[config.mk]
export PLATFORM = sky130hd
export DESIGN_NAME = fp_mul
export DESIGN_NICKNAME = d
export VERILOG_FILES = /design/src/rtl/fp_mul_pkg.sv /design/src/rtl/fp_round_pack.sv /design/src/rtl/fp_mul.sv
export SDC_FILE = /design/constraint.sdc
export NUM_CORES = 2
export LEC_CHECK = 0
export ABC_CLOCK_PERIOD_IN_PS = 8300
export BUFFER_PORTS_ARGS = -buffer_cell sky130_fd_sc_hd__buf_2
export CAP_MARGIN = 10
export CORE_MARGIN = 3
export CORE_UTILIZATION = 65
export CTS_BUF_LIST = sky130_fd_sc_hd__clkbuf_4 sky130_fd_sc_hd__clkbuf_8 sky130_fd_sc_hd__clkbuf_16
export DETAILED_ROUTE_END_ITERATION = 8
export GPL_TIMING_DRIVEN = 1
export MAX_ROUTING_LAYER = met4
export PLACE_DENSITY = 0.89
export SYNTH_ARGS = -nofsm -noshare
export SYNTH_HDL_FRONTEND = slang
export SYNTH_SLANG_ARGS = --single-unit
[constraint.sdc]
create_clock -name CLK -period 8.3 [get_ports CLK]
set_clock_uncertainty 0.2 [all_clocks]
set_input_delay 1.66 -clock CLK [delete_from_list [all_inputs] [get_ports CLK]]
set_output_delay 1.66 -clock CLK [all_outputs]
set_load 0.05 [all_outputs]
[src/rtl/fp_mul_pkg.sv]
// rtl/fp_mul_pkg.sv - binary32 field widths, constants and pipeline record for fp_mul
package fp_mul_pkg;
  localparam int EXP_W  = 8;
  localparam int FRAC_W = 23;
  localparam int SIG_W  = FRAC_W + 1;
  localparam int PROD_W = 2 * SIG_W;
  localparam int EXPS_W = 10;

  localparam logic [EXP_W-1:0] BIAS    = 8'd127;
  localparam logic [31:0]      QNAN    = 32'h7FC0_0000;
  localparam logic [31:0]      POS_INF = 32'h7F80_0000;
  localparam logic [31:0]      NEG_INF = 32'hFF80_0000;

  typedef enum logic [1:0] {
    SP_NONE,
    SP_NAN,
    SP_INF,
    SP_ZERO
  } sp_code_t;

  // Stage 1 packs both significands into sig as {sig_a, sig_b}; stage 2 holds the product there.
  typedef struct packed {
    logic                valid;
    logic                sign;
    logic [EXPS_W-1:0]   exp;
    logic [PROD_W-1:0]   sig;
    sp_code_t            sp;
  } pipe_rec_t;
endpackage

[src/rtl/fp_round_pack.sv]
// rtl/fp_round_pack.sv - normalize, round-to-nearest-even and pack a 48-bit significand product
module fp_round_pack
  import fp_mul_pkg::*;
(
  input  logic [PROD_W-1:0] i_prod,
  input  logic [EXPS_W-1:0] i_exp,
  input  logic              i_sign,
  output logic [31:0]       o_word
);
  logic              w_norm;
  logic [EXPS_W-1:0] w_exp_n;
  logic [EXPS_W-1:0] w_exp_r;
  logic [FRAC_W-1:0] w_frac;
  logic              w_g;
  logic              w_r;
  logic              w_s;
  logic              w_inc;
  logic [FRAC_W:0]   w_fsum;

  assign w_norm  = i_prod[PROD_W-1];
  assign w_exp_n = i_exp + {{(EXPS_W-1){1'b0}}, w_norm};
  assign w_frac  = w_norm ? i_prod[46:24] : i_prod[45:23];
  assign w_g     = w_norm ? i_prod[23] : i_prod[22];
  assign w_r     = w_norm ? i_prod[22] : i_prod[21];
  assign w_s     = w_norm ? (|i_prod[21:0]) : (|i_prod[20:0]);
  assign w_inc   = w_g & (w_r | w_s | w_frac[0]);

  // A fraction carry-out means 1.111..1 rounded up to 10.0: fraction wraps to zero, exponent bumps.
  assign w_fsum  = {1'b0, w_frac} + {{FRAC_W{1'b0}}, w_inc};
  assign w_exp_r = w_exp_n + {{(EXPS_W-1){1'b0}}, w_fsum[FRAC_W]};

  always_comb begin
    o_word = {i_sign, w_exp_r[EXP_W-1:0], w_fsum[FRAC_W-1:0]};
    if ($signed(w_exp_r) >= $signed(10'sd255)) begin
      o_word = i_sign ? NEG_INF : POS_INF;
    end else if ($signed(w_exp_r) <= $signed(10'sd0)) begin
      o_word = {i_sign, 31'd0};
    end
  end
endmodule

[src/rtl/fp_mul.sv]
// rtl/fp_mul.sv - 3-cycle fully pipelined binary32 multiplier (flush-to-zero, RNE)
module fp_mul
  import fp_mul_pkg::*;
(
  input  logic        CLK,
  input  logic        RST,
  input  logic        A_valid,
  input  logic [31:0] A,
  input  logic        B_valid,
  input  logic [31:0] B,
  output logic        R_valid,
  output logic [31:0] R
);
  logic [EXP_W-1:0]  w_ea;
  logic [EXP_W-1:0]  w_eb;
  logic [FRAC_W-1:0] w_fa;
  logic [FRAC_W-1:0] w_fb;
  logic              w_a_zero, w_a_inf, w_a_nan;
  logic              w_b_zero, w_b_inf, w_b_nan;
  pipe_rec_t         w_s1;
  logic [PROD_W-1:0] w_prod;
  logic [31:0]       w_rounded;
  logic [31:0]       w_s3_word;

  pipe_rec_t         r_s1;
  pipe_rec_t         r_s2;
  logic              r_s3_valid;
  logic [31:0]       r_s3_word;

  assign w_ea = A[30:23];
  assign w_eb = B[30:23];
  assign w_fa = A[22:0];
  assign w_fb = B[22:0];

  // Subnormals have a zero exponent field and therefore classify as zero.
  assign w_a_zero = (w_ea == '0);
  assign w_b_zero = (w_eb == '0);
  assign w_a_inf  = (&w_ea) && (w_fa == '0);
  assign w_b_inf  = (&w_eb) && (w_fb == '0);
  assign w_a_nan  = (&w_ea) && (w_fa != '0);
  assign w_b_nan  = (&w_eb) && (w_fb != '0);

  always_comb begin
    w_s1       = '0;
    w_s1.valid = A_valid & B_valid;
    w_s1.sign  = A[31] ^ B[31];
    w_s1.exp   = {2'b00, w_ea} + {2'b00, w_eb} - {2'b00, BIAS};
    w_s1.sig   = {1'b1, w_fa, 1'b1, w_fb};
    if (w_a_nan || w_b_nan)                          w_s1.sp = SP_NAN;
    else if ((w_a_inf && w_b_zero) || (w_a_zero && w_b_inf)) w_s1.sp = SP_NAN;
    else if (w_a_inf || w_b_inf)                     w_s1.sp = SP_INF;
    else if (w_a_zero || w_b_zero)                   w_s1.sp = SP_ZERO;
    else                                             w_s1.sp = SP_NONE;
  end

  assign w_prod = {{SIG_W{1'b0}}, r_s1.sig[PROD_W-1:SIG_W]} * {{SIG_W{1'b0}}, r_s1.sig[SIG_W-1:0]};

  fp_round_pack u_round_pack (
    .i_prod (r_s2.sig),
    .i_exp  (r_s2.exp),
    .i_sign (r_s2.sign),
    .o_word (w_rounded)
  );

  always_comb begin
    w_s3_word = w_rounded;
    case (r_s2.sp)
      SP_NAN:  w_s3_word = QNAN;
      SP_INF:  w_s3_word = r_s2.sign ? NEG_INF : POS_INF;
      SP_ZERO: w_s3_word = {r_s2.sign, 31'd0};
      default: w_s3_word = w_rounded;
    endcase
  end

  always_ff @(posedge CLK or posedge RST) begin
    if (RST) begin
      r_s1       <= '0;
      r_s2       <= '0;
      r_s3_valid <= 1'b0;
      r_s3_word  <= '0;
      R_valid    <= 1'b0;
      R          <= '0;
    end else begin
      r_s1       <= w_s1;
      r_s2       <= r_s1;
      r_s2.sig   <= w_prod;
      r_s3_valid <= r_s2.valid;
      r_s3_word  <= w_s3_word;
      R_valid    <= r_s3_valid;
      if (r_s3_valid) R <= r_s3_word;
    end
  end
endmodule

## Yosys cells after proc, flatten, opt, wreduce, memory -nomap -nowiden

Index checks and enable logic that the tools add are counted.

| storage, ports and cells | value |
|---|---|
| register bits after elaboration | 190 |
| bits in latches | 0 |
| memory bits (writable) | 0 |
| memory bits (read-only) | 0 |
| bits of input ports | 68 |
| output and inout bits | 33 |
| logic and storage cells | 62 |
| memories | 0 |

| operators by class | value |
|---|---|
| add/sub/neg operators | 5 |
| multiply operators | 1 |
| divide/modulo/power cells | 0 |
| order comparisons | 2 |
| eq/ne operators | 3 |
| shift-type cells | 0 |
| mux-type cells | 12 |
| bitwise logic cells | 5 |
| reduce and logical (&&, ||, !) cells | 20 |

Operators by type and width:

| cell | count |
|---|---|
| $pmux 32 s3 | 1 |
| $mux 32 | 2 |
| $mul 24x24->48 | 1 |
| $logic_not 23->1 | 2 |
| $reduce_bool 23->1 | 2 |
| $mux 31 | 1 |
| $add 23x1->24 | 1 |
| $mux 23 | 1 |
| $reduce_or 22->1 | 1 |
| $reduce_or 21->1 | 1 |
| $add 10x1->10 | 2 |
| $logic_not 8->1 | 2 |
| $reduce_and 8->1 | 2 |
| $ge 10x9->1 const B | 1 |
| $le 10x1->1 const B | 1 |
| $sub 9x7->10 const B | 1 |
| $add 8x8->9 | 1 |
| $mux 2 | 4 |
| $logic_and 1x1->1 | 6 |
| $eq 2x2->1 const B | 2 |
| $logic_or 1x1->1 | 4 |
| $mux 1 | 3 |
| $and 1x1->1 | 2 |
| $eq 2x1->1 const B | 1 |
| 2 further kinds | 3 |

## Depth between registers and ports, before layout

| depth | value |
|---|---|
| depth after elaboration | 11 |
| mapped depth | 26 |
| gate-level depth less buffers | 24 |

## Modules after synthesis

A second synthesis with hierarchy kept.

| second synthesis, totals | value |
|---|---|
| cell total of the unflattened synthesis | 2792 |
| area, all modules | 26781.9 um2 |

By module, submodules not included:

| module | instances | cells each | area an instance (um2) | sequential area each (um2) |
|---|---|---|---|---|
| fp_mul | 1 | 2568 | 25132.9 | 4729.5 |
| fp_round_pack | 1 | 224 | 1649.1 | 0.0 |

## Least setup slack after synthesis

OpenSTA, ideal clock, no wires.

| timing path | value |
|---|---|
| path type | register to register |
| from | reg r_s1[5] (netlist bit) |
| to | reg r_s2[43] (netlist bit) |
| setup time | 0.131 ns |
| data arrival time | 6.327 ns |
| required time | 7.969 ns |
| path slack | 1.642 ns |
| stages on the path, launching flop included | 25 |
| buffers on the path | 2 |
| clock period less this slack | 6.658 ns |
| cells stage by stage | dfrtp_1 > clkbuf_1 > nand2_1 > fa_1 > inv_1 > fa_1 > inv_1 > fa_1 > inv_1 > fa_1 > inv_1 > fa_1 > inv_1 > fa_1 > fa_1 > ha_1 > buf_4 > a21oi_1 > o21ai_0 > a211oi_1 > o21ai_0 > a41o_1 > a2111oi_2 > o21ai_0 > xor2_1 |

| on the way | value |
|---|---|
| longest elaborated chain between the ends | 1 |

RTL lines:

| element | line | text |
|---|---|---|
| from (decl) | fp_mul.sv:25 | `pipe_rec_t r_s1;` |
| from (signal assigned) | fp_mul.sv:84 | `r_s1 <= w_s1;` |
| $mul 24x24->48 | fp_mul.sv:56 | `assign w_prod = {{SIG_W{1'b0}}, r_s1.sig[PROD_W-1:SIG_W]} * {{SIG_W{1'b0}}, r_s1.sig[SIG_W-1:0]};` |
| named net w_prod[41] | fp_mul.sv:21 | `logic [PROD_W-1:0] w_prod;` |
| to (signal assigned) | fp_mul.sv:85 | `r_s2 <= r_s1;` |
| to (decl) | fp_mul.sv:26 | `pipe_rec_t r_s2;` |

The timed path passes the listed nets, and every way through them passes these cells.
A chain may end at the register's enable or synchronous reset.

## Worst setup path in the final report

| timing path | value |
|---|---|
| from | reg r_s1[41] (netlist bit) |
| to | reg r_s2[46] (netlist bit) |

The elaborated chain is that of the path after synthesis.

==> qor.csv <==
stage,metric,value,unit
cts,clockBufferDepth,2,
synth,async_reset_ff_share,100.0,%
sta,max_freq,129.2,MHz
worst_setup_path,critical_path_class,reg2reg,
sta,slew_violations,0,
grt,grt_overflow_total,0,
routing,vias_per_cell,5.841,
routing,drc,0,
sta,finalSetupViolCount,0,
cts,cts_setup_buffers,0,
floorplanning,die_w,207.5,um
cts,cts_tree,built,
grt,antenna_found_initial,3,
worst_setup_path,critPathMaxFanout,24,
synth,synth_area,26390,um^2
sta,worst_pin_slew,1.221,ns
sta,fin_crit_sh,93.26,%
cts,cts_buffers,17,
grt,grt_util_met2,53.99,%
floorplanning,initial_utilization,66.12,%
synth,synth_edf_count,0,
floorplanning,rows,73,
job,max_cap_violations,0,
cts,cts.sinks,189,
worst_setup_path,end_kind,flop,
synth,synth.ff_latch_count,189,
synth,yosys_warnings,0,
floorplanning,die_y,207.5,um
worst_setup_path,crit_arrival,7.90,ns
cts,post_cts_resized,0,
hold_path,hold_path_class,reg2reg,
sta,fin_crit,7.740,ns
grt,grt_use_total,33.74,%
placement,dpl.hpwl,51760,um
finish,drive_above_1_share,7.840,%
cts,cts-hold-fix-buffers,0,
synth,synth.distinct_cells,75,
grt,grt_pass1_wl,111000,um
floorplanning,core_area,39910,um^2
finish,area_delta_synth_final,5.817,%
worst_setup_path,worstSetupStartpointType,flop,
finish,final_nets,3503,
worst_setup_path,crit_required,8.46,ns
cts,clockRootBuffer,clkbuf_16,
synth,synth_area_leaders,"fa_1, dfrtp_1, ha_1",
sta,fin_tns_setup,0,ns
sta,hold_viol,0,
cts,insertion_delay,0.49,ns
floorplanning,dieArea,43050,um^2
grt,grt-busiest-layer,met2,
synth,yosysTopAreaCellShare,36.72,%
cts,clkTransAtPathRegs,0.08,ns
placement,port_buffers,100,
synth,synthCells,2731,
synth,yosysTopAreaCell,fa_1,
sta,fin_hold_ws,0.1518,ns
routing,vias,19260,
placement,gp_congestion,0.9715,
routing,first_pass_iters,5,
routing,ant_nets,0,
routing,dr.first_iter.drc_count,1468,
synth,avgSynthCellArea,9.663,um^2
synth,ys_seq_area_share,17.92,%
grt,use_met3,7.738,%
sta,slew_headroom,18.59,%
synth,synth_nets,3479,
sta,rsz0062_at_grt,no,
routing,wire_per_inst,20.34,um
finish,finalInstanceArea,27930,um^2
floorplanning,pin_count,101,
cts,ctsHtreeMaxLevel,4,
placement,dpl-instance-area,27250,um^2
grt,first_global_vias,21480,
synth,synth-main-ff-cell,dfrtp_1,
routing,wl,67060,um
grt,grt_max_degree,115,
outcome,status,"finished, final reports clean",
grt,met1_usage,39.82,%
==> layer usage <==
| metal | routed length [um] | share of wire [%] | vias to the layer above |
|---|---|---|---|
| li1 | - | - | 8267 |
| met1 | 23930 | 36 | 9746 |
| met2 | 33040 | 49 | 927 |
| met3 | 5827 | 8.7 | 318 |
| met4 | 4254 | 6.3 | 0 |
| met5 | 0 | 0 | - |
==> final cells by class <==
class                      instances  area (um^2)
fill                            2785        11990
clock buffer                      18        432.9
inverter                         577         2173
sequential                       189         4731
antenna                            4        10.01
tap                              525        656.9
multi-input combinational       1841        18980
timing repair buffer             129        738.2
clock inverter                    14        201.4
==> synthesized netlist by cell type, types with 3 or more instances <==
cell type / count
xor2_1: 33
buf_2: 5
o21a_1: 3
nand2_1: 345
a21o_1: 28
fa_1: 484
and2_1: 305
o21bai_1: 12
nand3_1: 24
ha_1: 196
buf_1: 3
mux2_2: 34
a31oi_1: 6
xnor2_1: 59
buf_4: 3
nor2b_1: 11
dfrtp_1: 189
a211oi_1: 15
or4_1: 5
mux2i_1: 14
o21ai_0: 30
nor4_1: 17
nand4_1: 21
a21o_2: 3
nor2_1: 58
nor3_1: 9
and3_1: 9
inv_1: 577
clkbuf_1: 107
a21oi_1: 62
==> logic make-up after synthesis <==
logic type	after synthesis	synth area share [%]
xor gates and xnor gates	92	3.053
muxes	50	2.067
AOI/OAI and AO/OA	197	5.083
adders and majority gates	680	46.01
DFF	189	17.92
buffers and inverters	701	10.15
other	1	0.01421
and+or+nand+nor	821	15.70
==> worst paths after layout <==
kind	start	endpoint	slack (ns)	depth (start not counted)
worst max-delay path	r_s1[41]$_DFF_PP0_	r_s2[46]$_DFF_PP0_	0.56	21
worst min-delay path	r_s1[50]$_DFF_PP0_	r_s2[50]$_DFF_PP0_	0.15	0
worst max register to register	r_s1[41]$_DFF_PP0_	r_s2[46]$_DFF_PP0_	0.56	21
worst min register to register	r_s1[50]$_DFF_PP0_	r_s2[50]$_DFF_PP0_	0.15	0
max in group asynchronous	RST	r_s1[30]$_DFF_PP0_	5.30	3
min in group asynchronous	RST	R[6]$_DFFE_PP0P_	1.11	2
==> sequential cells by signal, indices dropped and copies added, names as in the netlist <==
name        cells
r_s2           62
r_s1           61
R              32
r_s3_word      32
R_valid         1
r_s3_valid      1
==> cell usage in the layout (no fill, tap or decap), types with 4 or more instances in the layout <==
master / n
nor4_1: 17
mux2_2: 34
nor3_1: 9
mux2i_1: 14
fa_1: 484
or4_1: 5
nand2_1: 345
clkbuf_16: 17
dfrtp_1: 188
clkinv_4: 5
a211oi_1: 15
nand3_1: 24
nand4_1: 21
a21o_1: 28
buf_2: 100
buf_4: 28
xor2_1: 33
ha_1: 196
xnor2_1: 59
and2_1: 305
nor2b_1: 11
a21oi_1: 62
a31oi_1: 6
and3_1: 9
diode_2: 4
nor2_1: 58
inv_8: 4
inv_1: 576
o21bai_1: 12
o21ai_0: 30
==> metrics by stage <==
| stage | cells | setup WS (ns) | util [%] |
|---|---|---|---|
| after floorplan | 2731 | 1.298 | - |
| after global placement | 3260 | 0.8664 | 68.28 |
| after detailed placement | 3260 | 0.7247 | 68.28 |
| after CTS | 3292 | 0.6900 | 69.87 |
| after global routing | 3297 | 0.3341 | 69.96 |
| final | 3297 | 0.5597 | 69.96 |
==> critical path, stage by stage, from the launching register on <==
cell,delay (ns)
dfrtp_1,1.03
nand2_1,0.21
fa_1,0.57
inv_1,0.05
fa_1,0.47
inv_1,0.06
fa_1,0.46
fa_1,0.56
inv_1,0.06
fa_1,0.49
fa_1,0.49
inv_1,0.05
fa_1,0.58
inv_1,0.07
ha_1,0.37
nand4_1,0.19
or4_1,0.57
o22ai_2,0.21
o2111ai_1,0.17
a21oi_1,0.43
a31oi_1,0.18
xnor2_1,0.15
Power is not shown: default switching activity piles up to over one toggle a cycle in this logic, so the estimate is an artifact.
